[src/rtl/rename_regfile_np.sv]
// rename_regfile_np
//   Architectural register file carrying register-renaming state, with N_RD
//   combinational read channels. Sits between dispatch (reads, rename) and the
//   reorder buffer (commit, flush, producer-tag lookup). x0 is hardwired to zero.
//
//   Parameters
//     XLEN   data width
//     NREG   architectural register count (power of 2)
//     TAG_W  ROB tag width
//     N_RD   number of read channels; channel i uses slice [i*W +: W] of each bus
//
//   Ports
//     clk_in, rst_in        clock, asynchronous active-low reset
//     rdy_in                0 freezes all state; reads stay live
//     flush_in              clears every busy flag, tag and the busy count
//     ren_*                 rename: destination register gets producer ren_tag
//     cmt_*                 commit from ROB head: value write and busy release
//     rd_reg                per-channel read register index
//     rd_val/rd_busy/rd_tag per-channel operand value, pending flag, producer tag
//     rob_q_tag             per-channel stored producer tag, used to query the ROB
//     rob_q_ready/rob_q_val per-channel ROB answer for rob_q_tag
//     busy_cnt              number of registers currently marked busy
module rename_regfile_np #(
  parameter int XLEN  = 32,
  parameter int NREG  = 32,
  parameter int TAG_W = 4,
  parameter int N_RD  = 2
) (
  input  logic                         clk_in,
  input  logic                         rst_in,
  input  logic                         rdy_in,
  input  logic                         flush_in,
  input  logic                         ren_valid,
  input  logic [$clog2(NREG)-1:0]      ren_reg,
  input  logic [TAG_W-1:0]             ren_tag,
  input  logic                         cmt_valid,
  input  logic [$clog2(NREG)-1:0]      cmt_reg,
  input  logic [TAG_W-1:0]             cmt_tag,
  input  logic [XLEN-1:0]              cmt_val,
  input  logic [N_RD*$clog2(NREG)-1:0] rd_reg,
  output logic [N_RD*XLEN-1:0]         rd_val,
  output logic [N_RD-1:0]              rd_busy,
  output logic [N_RD*TAG_W-1:0]        rd_tag,
  output logic [N_RD*TAG_W-1:0]        rob_q_tag,
  input  logic [N_RD-1:0]              rob_q_ready,
  input  logic [N_RD*XLEN-1:0]         rob_q_val,
  output logic [$clog2(NREG):0]        busy_cnt
);

  localparam int REG_AW = $clog2(NREG);
  localparam logic [REG_AW:0] CNT_ONE = 1;

  logic [XLEN-1:0]  r_regs [NREG];
  logic [TAG_W-1:0] r_tag  [NREG];
  logic [NREG-1:0]  r_busy;
  logic [REG_AW:0]  r_busy_cnt;

  logic w_cmt_wr;
  logic w_cmt_clr;
  logic w_ren_do;
  logic w_cnt_inc;
  logic w_cnt_dec;

  assign w_cmt_wr = cmt_valid && (cmt_reg != '0);

  // A rename of the same register in this cycle keeps the register busy under
  // the new producer, so the commit must not release it.
  assign w_cmt_clr = w_cmt_wr && r_busy[cmt_reg] && (r_tag[cmt_reg] == cmt_tag)
                     && !(ren_valid && (ren_reg == cmt_reg));

  assign w_ren_do  = ren_valid && (ren_reg != '0) && !flush_in;
  assign w_cnt_inc = w_ren_do && !r_busy[ren_reg];
  assign w_cnt_dec = w_cmt_clr;

  always_ff @(posedge clk_in or negedge rst_in) begin
    if (!rst_in) begin
      for (int k = 0; k < NREG; k++) begin
        r_regs[k] <= '0;
        r_tag[k]  <= '0;
      end
      r_busy     <= '0;
      r_busy_cnt <= '0;
    end else if (rdy_in) begin
      // The committed value lands even in a flush cycle.
      if (w_cmt_wr) begin
        r_regs[cmt_reg] <= cmt_val;
      end
      if (flush_in) begin
        for (int k = 0; k < NREG; k++) begin
          r_tag[k] <= '0;
        end
        r_busy     <= '0;
        r_busy_cnt <= '0;
      end else begin
        if (w_cmt_clr) begin
          r_busy[cmt_reg] <= 1'b0;
          r_tag[cmt_reg]  <= '0;
        end
        if (w_ren_do) begin
          r_busy[ren_reg] <= 1'b1;
          r_tag[ren_reg]  <= ren_tag;
        end
        case ({w_cnt_inc, w_cnt_dec})
          2'b10:   r_busy_cnt <= r_busy_cnt + CNT_ONE;
          2'b01:   r_busy_cnt <= r_busy_cnt - CNT_ONE;
          default: r_busy_cnt <= r_busy_cnt;
        endcase
      end
    end
  end

  assign busy_cnt = r_busy_cnt;

  for (genvar gi = 0; gi < N_RD; gi++) begin : g_rd
    logic [REG_AW-1:0] w_r;
    logic [XLEN-1:0]   w_val;
    logic              w_busy;
    logic [TAG_W-1:0]  w_tag;

    assign w_r = rd_reg[gi*REG_AW +: REG_AW];

    // Reads serve the next instruction, so a rename in this cycle takes
    // precedence over anything already stored or completing. Outputs are
    // forced quiet while reset is asserted.
    always_comb begin
      w_val  = '0;
      w_busy = 1'b0;
      w_tag  = '0;
      if (rst_in && (w_r != '0)) begin
        if (ren_valid && (ren_reg == w_r)) begin
          w_busy = 1'b1;
          w_tag  = ren_tag;
        end else if (r_busy[w_r] && cmt_valid && (cmt_tag == r_tag[w_r])) begin
          w_val = cmt_val;
        end else if (r_busy[w_r] && rob_q_ready[gi]) begin
          w_val = rob_q_val[gi*XLEN +: XLEN];
        end else if (r_busy[w_r]) begin
          w_busy = 1'b1;
          w_tag  = r_tag[w_r];
        end else begin
          w_val = r_regs[w_r];
        end
      end
    end

    assign rd_val[gi*XLEN +: XLEN]     = w_val;
    assign rd_busy[gi]                 = w_busy;
    assign rd_tag[gi*TAG_W +: TAG_W]    = w_tag;
    assign rob_q_tag[gi*TAG_W +: TAG_W] = r_tag[w_r];
  end

endmodule
[config.mk]
export PLATFORM = sky130hd
export DESIGN_NAME = rename_regfile_np
export DESIGN_NICKNAME = d
export VERILOG_FILES = /design/src/rtl/rename_regfile_np.sv
export SDC_FILE = /design/constraint.sdc
export NUM_CORES = 2
export LEC_CHECK = 0
export BUFFER_PORTS_ARGS = -buffer_cell sky130_fd_sc_hd__buf_4
export CORE_ASPECT_RATIO = 1.1
export CORE_MARGIN = 3
export CORE_UTILIZATION = 45
export DETAILED_ROUTE_END_ITERATION = 10
export PLACE_DENSITY_LB_ADDON = 0.05
export SYNTH_ARGS = -nofsm -noshare
export SYNTH_HDL_FRONTEND = slang
export SYNTH_SLANG_ARGS = --single-unit
[constraint.sdc]
create_clock -name clk_in -period 4.6 [get_ports clk_in]
set_clock_uncertainty 0.05 [all_clocks]
set_input_delay 0 -clock clk_in [delete_from_list [all_inputs] [get_ports clk_in]]
set_output_delay 0 -clock clk_in [all_outputs]
set_load 0.02 [all_outputs]
==> out/metrics.cfg <==
[status]
run_status=complete, no violations

[synth]
synth_edf_count=0
seq_area_frac_synth=0.437
syn_avg_cell_area_um2=14.2
ys_warn_count=0
syn_nets=4933
synth.cell_area_um2=68200
synth_seq_cells=1190
async_flop_share=1.00
synth_cells=4796
yosysTopAreaCellShare=0.437
synth_cell_types=58
synth.area.top_cells=dfrtp_1, mux4_2, mux2_2, clkbuf_1, nand2_1
yosysTopAreaCell=dfrtp_1
netlist_top_cells_count=dfrtp_1, mux2_2, mux4_2
synth_ff_type=dfrtp_1
synth_most_common_cell=dfrtp_1

[detailed_routing]
antenna_left=0
drt_iter0_drc=4502
wirelength_um=240000
dr.pass1.iters=7
viasPerCell=6.67
wl_per_cell_um=34.9
via_count=45900
highest_layer=met5
m1WireLength_um=100000
wl_met3_um=15600
drc=0
wl_met2_um=115000

[grt]
grt_antenna_before_repair=12
grt_use_total=0.308
grt_pass1_vias=46500
grt_pass1_wl_um=347000
grt.overflow.total=0
grt_max_degree=164

[finish]
syn_to_final_growth_pct=13.2
drive_above_1_share=0.505
utilization=0.514
finalNetCount=4946
n_antenna_cell=0

[setup_path]
crit_family=multiplexers
path_class=flip-flop to output port
path_cells=mux4_2 > mux4_2 > mux2i_4 > buf_12 > nor2_1 > a21oi_1 > a211oi_2 > buf_4
crit_path_max_fanout=65
cp_num_buf_inv=2
critPathSlowestCell=mux2i_4
cp-start-kind=flip-flop
cp_slowest_stage_delay_ps=560
cp_common_cell=mux4_2
endpoint_kind=output port
cp_data_required_time_ps=4550
worstPathArrival_ps=4460

[floorplanning]
io_pins=220
die_w_um=377
die_y_um=414
die-area_um2=156000
num_rows=149
initial_core_util=0.454
core_um2=150000

[clocking]
clk_pin_slew_ps=60
clockRootBuffer=clkbuf_16
clock-sinks=1190
cts_tree=built
htree_levels=4
cts_buffers=136
clk-insertion-delay-late_ps=780
cts_max_path_buffers=3

[power]
cellPowerDensity_nw_per_um2=388
p_leak_nw=33.0
vdd_drop_max_v=0.000305

[place]
portBuffers=219
place.gp.congestion=0.966
hpwl_um=139000

[run]
drv_cap=0

[timing]
period_needed_ps=4510
tightest_slew_ps=1190
clock.fmax_mhz=222
finalHoldViolCount=0
slew_violations=0
post-route-period-util=0.981
slew_headroom=0.207
worst_hold_slack_ps=135
setup_viol=0

[min_path]
worstHoldPathType=input port to flip-flop

## cells in the final DEF (no fill, tap or decap), types with 30 or more instances in the layout
cell	count
o31ai_1	40
o21ai_0	62
mux4_2	750
inv_1	44
a211oi_1	40
a32o_1	32
nor3_1	32
buf_4	320
a21oi_1	113
clkbuf_16	141
mux2i_1	81
mux2_2	1062
buf_12	31
nor2_1	204
dfrtp_1	1188
nand2_1	249
dlygate4sd3_1	50
o221ai_1	39
a211oi_2	30
## worst min-delay path, stage by stage
cell and delay (ps):
buf_4 160, nand4_1 80, buf_4 280, nor2_4 160
mux2_2 240
## state kept, by name, indices dropped and copies added, names as in the netlist
signal,cells
busy_cnt,6
r_regs,1024
r_tag,128
r_busy,32
## where the power goes
group / switching [W] / internal [W] / leakage, nW
registers: 0.00111 / 0.0118 / 15.9
clock network: 0.00466 / 0.00677 / 2.29
logic: 0.00252 / 0.00312 / 14.8
## area by class of cell
class	count	area, µm²
Fill cell	12700	73100
Multi-Input combinational cell	3026	36500
Sequential cell	1190	29800
Clock buffer	195	4020
Timing Repair Buffer	410	3660
Tap cell	1963	2460
Clock inverter	49	633
Inverter	45	171
## kinds of logic (layout without fill, tap and decap cells)
logic type / after synthesis / in the layout / share of synthesized area
compound gates: 466 / 466 / 0.0494
xor+xnor: 28 / 28 / 0.00360
fa+ha+maj: 5 / 5 / 0.00103
buf+inv: 581 / 699 / 0.0340
flops: 1190 / 1190 / 0.437
mux: 1897 / 1897 / 0.435
simple gates: 629 / 630 / 0.0398
## per-stage QoR
step	instance area (µm²)	total power [W]	TNS (ps)	setup slack (ps)	instances
final	77200	0.0300	0	87.3	6878
after global routing	77200	0.0311	-11.2	-9.83	6878
after CTS	77200	0.0302	0	7.47	6877
after detailed placement	71800	0.0186	-41.4	-41.4	6577
after global placement	71800	0.0185	-42.4	-42.4	6577
after floorplan	68200	0.0166	0	651	4796
## repair_timing
item / in CTS / in global routing
hold buffers: 51 / 0
setup endpoints to repair: 33 / 20
pin swaps: 3 / 1
setup buffers: 4 / 1
resized for setup: 12 / 5
gates cloned: 1 / 0
hold endpoints to repair: 1774 / 0
## metal layers
| metal | vias up | track usage |
|---|---|---|
| li1 | 18600 | - |
| met1 | 25000 | 0.424 |
| met2 | 1754 | 0.493 |
| met3 | 475 | 0.0595 |
| met4 | 12 | 0.101 |
| met5 | - | 0 |
## worst paths after layout
check                       startpoint     endpoint  slack (ps)  cells after the start
min reg2reg                r_regs[993]  r_regs[993]         340                      0
min in group asynchronous       rst_in   r_tag[114]         450                      4
max in group asynchronous       rst_in  r_regs[461]        2320                      5
min                          cmt_valid  r_regs[919]         130                      5
max reg2reg                  r_tag[25]  busy_cnt[5]         540                     16
max                          r_busy[8]   rd_val[54]          90                      8
(Power assumes the default switching activity.)
